==> config.mk <==
export PLATFORM = sky130hd
export DESIGN_NAME = rare_trigger_monitor
export DESIGN_NICKNAME = d
export VERILOG_FILES = /design/src/rtl/rare_trigger_monitor.sv
export SDC_FILE = /design/constraint.sdc
export NUM_CORES = 1
export LEC_CHECK = 0
export ABC_AREA = 1
export BUFFER_PORTS_ARGS = -buffer_cell sky130_fd_sc_hd__buf_2
export CAP_MARGIN = 5
export CORE_MARGIN = 1
export CORE_UTILIZATION = 50
export DETAILED_ROUTE_END_ITERATION = 7
export GPL_ROUTABILITY_DRIVEN = 0
export MAX_ROUTING_LAYER = met4
export PLACE_DENSITY = 0.75
export SLEW_MARGIN = 20
export SYNTH_ARGS = -nofsm -noshare
export SYNTH_HDL_FRONTEND = slang
export SYNTH_SLANG_ARGS = --single-unit
==> constraint.sdc <==
create_clock -name I1470 -period 1.33 [get_ports I1470]
set_clock_uncertainty 0.15 [all_clocks]
set_input_delay 0.266 -clock I1470 [delete_from_list [all_inputs] [get_ports I1470]]
set_output_delay 0.266 -clock I1470 [all_outputs]
set_load 0.005 [all_outputs]
==> src/rtl/rare_trigger_monitor.sv <==
// rare_trigger_monitor: per-lane delay pipelines feeding an A&C&~B
// hit detector, with a run-length trigger FSM and registered outputs.
module rare_trigger_monitor #(
  parameter int WIDTH  = 4,
  parameter int DEPTH  = 2,
  parameter int THRESH = 3,
  localparam int CW    = $clog2(THRESH + 1)
) (
  input  logic             I1470,
  input  logic             I1477,
  input  logic [WIDTH-1:0] din_a,
  input  logic [WIDTH-1:0] din_b,
  input  logic [WIDTH-1:0] din_c,
  input  logic             enable,
  input  logic             clear,
  output logic             trig_out,
  output logic             fired,
  output logic [CW-1:0]    hit_count,
  output logic [1:0]       state
);

  typedef enum logic [1:0] {
    IDLE  = 2'd0,
    ARMED = 2'd1,
    FIRED = 2'd2,
    BAD   = 2'd3
  } state_e;

  localparam logic [CW-1:0] THR = CW'(THRESH);
  localparam logic [CW-1:0] ONE = CW'(1);

  logic [WIDTH-1:0] a_pipe_q [DEPTH];
  logic [WIDTH-1:0] b_pipe_q [DEPTH];
  logic [WIDTH-1:0] c_pipe_q [DEPTH];
  logic [WIDTH-1:0] a_pipe_d [DEPTH];
  logic [WIDTH-1:0] b_pipe_d [DEPTH];
  logic [WIDTH-1:0] c_pipe_d [DEPTH];

  logic [WIDTH-1:0] a_last;
  logic [WIDTH-1:0] b_last;
  logic [WIDTH-1:0] c_last;
  logic [WIDTH-1:0] x_n;
  logic [WIDTH-1:0] cond;
  logic             hit;
  logic             go;

  state_e        state_q;
  state_e        state_d;
  logic [CW-1:0] cnt_q;
  logic [CW-1:0] cnt_d;
  logic [CW-1:0] cnt_inc;
  logic          fired_q;
  logic          fired_d;
  logic          trig_q;
  logic          trig_d;

  // Shift each operand one stage per cycle, independent of FSM state.
  always_comb begin
    a_pipe_d[0] = din_a;
    b_pipe_d[0] = din_b;
    c_pipe_d[0] = din_c;
    for (int i = 1; i < DEPTH; i++) begin
      a_pipe_d[i] = a_pipe_q[i-1];
      b_pipe_d[i] = b_pipe_q[i-1];
      c_pipe_d[i] = c_pipe_q[i-1];
    end
  end

  // Pipeline registers; only reset flushes them, clear does not.
  always_ff @(posedge I1470) begin
    if (I1477) begin
      for (int i = 0; i < DEPTH; i++) begin
        a_pipe_q[i] <= '0;
        b_pipe_q[i] <= '0;
        c_pipe_q[i] <= '0;
      end
    end else begin
      for (int i = 0; i < DEPTH; i++) begin
        a_pipe_q[i] <= a_pipe_d[i];
        b_pipe_q[i] <= b_pipe_d[i];
        c_pipe_q[i] <= c_pipe_d[i];
      end
    end
  end

  // Lane condition: NOR(NAND(a,c), b) == a & c & ~b, ORed across lanes.
  always_comb begin
    a_last  = a_pipe_q[DEPTH-1];
    b_last  = b_pipe_q[DEPTH-1];
    c_last  = c_pipe_q[DEPTH-1];
    x_n     = ~(a_last & c_last);
    cond    = ~(x_n | b_last);
    hit     = |cond;
    go      = enable & hit;
    cnt_inc = cnt_q + ONE;
  end

  // FSM and output registers.
  always_ff @(posedge I1470) begin
    if (I1477) begin
      state_q <= IDLE;
      cnt_q   <= '0;
      fired_q <= 1'b0;
      trig_q  <= 1'b0;
    end else begin
      state_q <= state_d;
      cnt_q   <= cnt_d;
      fired_q <= fired_d;
      trig_q  <= trig_d;
    end
  end

  // Next state: clear wins; FIRED is sticky; state 3 recovers to IDLE.
  always_comb begin
    state_d = IDLE;
    if (clear) begin
      state_d = IDLE;
    end else begin
      case (state_q)
        IDLE: begin
          if (go) state_d = (ONE == THR) ? FIRED : ARMED;
          else    state_d = IDLE;
        end
        ARMED: begin
          if (go) state_d = (cnt_inc == THR) ? FIRED : ARMED;
          else    state_d = IDLE;
        end
        FIRED:   state_d = FIRED;
        default: state_d = IDLE;
      endcase
    end
  end

  // Outputs: count follows the run, pulse only on entry to FIRED.
  always_comb begin
    cnt_d   = '0;
    fired_d = (state_d == FIRED);
    trig_d  = (state_d == FIRED) && (state_q != FIRED);
    if (!clear) begin
      case (state_q)
        IDLE:    cnt_d = go ? ONE : '0;
        ARMED:   cnt_d = go ? cnt_inc : '0;
        FIRED:   cnt_d = THR;
        default: cnt_d = '0;
      endcase
    end
  end

  assign trig_out  = trig_q;
  assign fired     = fired_q;
  assign hit_count = cnt_q;
  assign state     = state_q;

endmodule

# --- Yosys cells after proc, flatten, opt, wreduce, memory -nomap -nowiden ---
# Memories as Yosys holds them, arrays and structs flattened.
# Cells that the tools add are included.
word_totals:
  ff_bits: 6
  ramBits: 24
  output_inout_bits: 6
  wordCells: 44
  mem_count: 3
memory_table:
  columns: ["memory", "words", "width", "rd", "rd_clocked_by_memory_dff", "wr", "line_no", "text"]
  rows:
  - ["a_pipe_q", 2, 4, 2, 0, 2, "32", "logic [WIDTH-1:0] a_pipe_q [DEPTH];"]
  - ["b_pipe_q", 2, 4, 2, 0, 2, "33", "logic [WIDTH-1:0] b_pipe_q [DEPTH];"]
  - ["c_pipe_q", 2, 4, 2, 0, 2, "34", "logic [WIDTH-1:0] c_pipe_q [DEPTH];"]
op_classes:
  n_addsub: 1
  eq_ne: 5
  n_mux: 16
  n_bitwise: 11
  reduce_logical: 4
op_table:
  columns: ["op", "n"]
  rows:
  - ["4-bit 2-to-1 mux", 6]
  - ["2-bit one-hot mux with 3 select lines", 2]
  - ["2-bit 2-to-1 mux", 4]
  - ["4-bit inverter", 2]
  - ["2-bit equality test, second input constant", 3]
  - ["1-bit OR", 6]
  - ["4-bit AND", 1]
  - ["1-bit 2-to-1 mux", 4]
  - ["4-bit OR", 1]
  - ["4-bit OR reduction", 1]
  - ["2-bit by 1-bit adder with 2-bit output, second input constant", 1]
  - ["2-bit by 1-bit equality test with 1-bit output, second input constant", 1]
  - ["2-bit zero test", 1]
  - ["2-bit inequality test, second input constant", 1]
  - ["2-bit OR reduction", 1]
  - ["1-bit AND", 1]
  - ["1-bit logical AND", 1]

# --- Longest topological paths before layout ---
depth:
  word_depth: 11
  ltp_mapped: 6
  ltp_nobuf: 6

# --- Least setup slack after synthesis ---
# OpenSTA, ideal clock, no wires.
synth_path:
  kind: "reg-to-reg"
  start: "register cnt_q[0], in the netlist hit_count[0]"
  end: "register cnt_q[1], in the netlist hit_count[1]"
  arrival_time_ps: 917
  slack_ps: 193
  path_stages_with_launch: 6
  period_less_slack_ps: 1137
  cell_sequence: "dfxtp_1 > inv_1 > ha_1 > nor2_1 > nand3_1 > a21oi_1"
synth_via:
  elab_chain_cells: 3
synth_rtl:
  columns: ["item", "line_no", "text"]
  rows:
  - ["start: declaration", "49", "logic [CW-1:0] cnt_q;"]
  - ["start signal: assignment", "107", "cnt_q <= cnt_d;"]
  - ["2-bit by 1-bit adder with 2-bit output", "95", "cnt_inc = cnt_q + ONE;"]
  - ["2-bit 2-to-1 mux", "142", "ARMED: cnt_d = go ? cnt_inc : '0;"]
  - ["2-bit one-hot mux with 3 select lines", "140", "case (state_q)"]
# Every way passes these cells.
# A chain may end at the register's enable or synchronous reset.

# --- Worst setup path after layout ---
layout_path:
  start: "register state_q[0], in the netlist state[0]"
  end: "output port state[0]"
layout_rtl:
  columns: ["item", "line_no", "text"]
  rows:
  - ["start: declaration", "47", "state_e state_q;"]
  - ["start signal: assignment", "106", "state_q <= state_d;"]
  - ["end: declaration", "19", "output logic [1:0] state"]
# No word-level cell between the ends.

==> flow_summary.ini <==
[status]
status = finished clean

[global_routing]
use_met1_pct = 14.8
grt_pass1_vias = 693
grt_overflow = 0
antenna_found_initial = 0
grt_usage_pct = 17.6
grt_pass1_wl_um = 2420
grt_busiest_layer = met2
use_met3_pct = 9.41
grtUsageMet2_pct = 31.8
grt_max_degree = 26

[timing]
final-hold-violation-count = 0
slew_headroom_pct = 85.9
tightest_slew_ns = 0.210
setup_violations = 0
rsz0062_at_grt = no
period_minus_slack_ns = 1.27
slew_viol_final = 0
period_share_pct = 95.6
fmax_mhz = 786
fin_setup_tns_ns = 0

[drt]
wirelength_um = 1530
wl_per_cell_um = 8.55
num_vias = 755
viasPerCell = 4.22
dr.pass1.iters = 4
route.detailed.drc = 0
dr.first_iter.drc_count = 14
ant_nets = 0

[logic_synthesis]
syn_avg_cell_area_um2 = 8.40
synth_seq_cells = 30
ys_types = 16
synth_top_area_share_pct = 61.6
syn_inst = 116
synth_area_leaders = dfxtp_1, nor2_1, inv_1, nand2_1, a21oi_1
syn_area_um2 = 975
yosys_warnings = 0
syn_nets = 133
ys_seq_area_share_pct = 61.6
yosysTopAreaCell = dfxtp_1

[worst_setup_path]
slowest_delay_ns = 0.40
cp_slowest_cell = dfxtp_1
crit_path_end_kind = primary output
worstPathRequired_ns = 0.91
crit_type = flop to primary output
path_max_fanout = 5
cp_data_arrival_time_ns = 0.86
critPathLaunchType = flop
critPathBufInv = 1
crit_family = flip-flops
cp_cell_sequence = buf_2

[die]
die_y_um = 46.2
core-area_um2 = 1780
num_io_pins = 22
floorplan.initialDensity_pct = 54.7
die_w_um = 46.2
die_area_um2 = 2130
rows = 15

[power_and_ir_drop]
powerDensity_nw_per_um2 = 1240
p_leak_nw = 0.633
vdd_drop_max_v = 0.000876

[hold_path]
hp-class = input pin to flop

[layout]
num-fill-cells = 141
area_growth_pct = 31.3
stdcell_count = 179
drive_gt1_share_pct = 23.4
num_antenna_cells = 0
final_nets = 170

[cts]
numCtsBuffers = 5
cts_tree = built
cts_max_path_buffers = 2
cts.clk_slew.worst_paths_ns = 0.09
cts_root_buffer = clkbuf_4
post_cts_buffers = 0
clock-sinks = 30
insertion_delay_ns = 0.32
htreeDepth = 2

[placed_design]
place_inst = 160
hpwl_um = 1000
portBuffers = 21

[job]
cap_violations = 0
## through the flow
stage	instance area [µm²]	hold slack, ns	setup slack (ns)	power (mW)	utilization (%)
2_1_floorplan	975	0.223	0.193	1.01	-
3_3_place_gp	1110	0.240	0.201	1.04	62.2
3_5_place_dp	1110	0.248	0.166	1.04	62.2
4_1_cts	1270	0.00759	0.0441	1.59	71.2
5_1_grt	1280	0.00580	0.0122	1.65	71.8
6_report	1280	0.0274	0.0580	1.58	71.8
## what timing repair did
action	CTS	global route
resized for setup	0	0
setup endpoints to repair	0	0
hold buffers	10	1
hold endpoints to repair	10	1
## final timing paths
kind | startpoint | endpoint | slack, ns | cells past startpoint
min reg2reg | a_pipe_q[0][2]$_SDFF_PP0_ | a_pipe_q[0][6]$_SDFF_PP0_ | 0.25 | 2
max reg2reg | hit_count[0]$_SDFF_PP0_ | hit_count[1]$_SDFF_PP0_ | 0.15 | 5
max | state[0]$_SDFF_PP0_ | state[0] | 0.06 | 1
min | din_b[1] | b_pipe_q[0][1]$_SDFF_PP0_ | 0.03 | 3
## cell type report
class	count	area [µm²]	area share (%)
sequential	30	601	46.9
clock inverter	1	5.00	0.391
tap	25	31.3	2.44
inverter	29	109	8.50
clock buffer	7	55.1	4.30
multi-input combinational	54	244	19.1
timing repair buffer	33	235	18.4
## synth_stat cells (all sizes together)
cell type / instances
ha: 1
nor3: 2
nand2: 9
nor2: 34
o21ai: 1
nand3: 2
dfxtp: 30
a21oi: 5
buf: 3
inv: 29
## power breakdown
part           switching [mW]  internal [mW]  total [mW]
Sequential            0.00830          0.932       0.940
Combinational          0.0469         0.0584       0.105
Clock                   0.280          0.256       0.536
## placed cells by master (no fill, tap or decap)
master / n
a21oi_1: 5
buf_12: 1
buf_2: 21
clkbuf_1: 1
clkbuf_4: 5
clkbuf_8: 1
clkinv_2: 1
dfxtp_1: 30
dlygate4sd3_1: 11
ha_1: 1
inv_1: 28
inv_2: 1
nand2_1: 7
nand2_2: 2
nand3_1: 1
nand3_2: 1
nor2_1: 32
nor2_2: 2
nor3_1: 1
nor3_2: 1
o21ai_0: 1
## sequential cells by signal, indices dropped and copies added (netlist names)
register,cells
state,2
trig_out,1
b_pipe_q,8
hit_count,2
a_pipe_q,8
fired,1
c_pipe_q,8
## kinds of logic (layout without fill, tap and decap cells)
logic type	Yosys count	in the layout	synth area share (%)
AOI/OAI and AO/OA	6	6	3.08
adders and majority gates	1	1	1.28
buffers and inverters	32	70	13.3
DFF	30	30	61.6
and+or+nand+nor	47	47	20.7
## routing by layer
metal	vias up	part of all wire, %
met4	0	1.1
met2	22	53
met3	3	6.7
met5	-	0
li1	402	-
met1	328	39
(Power assumes the default switching activity.)
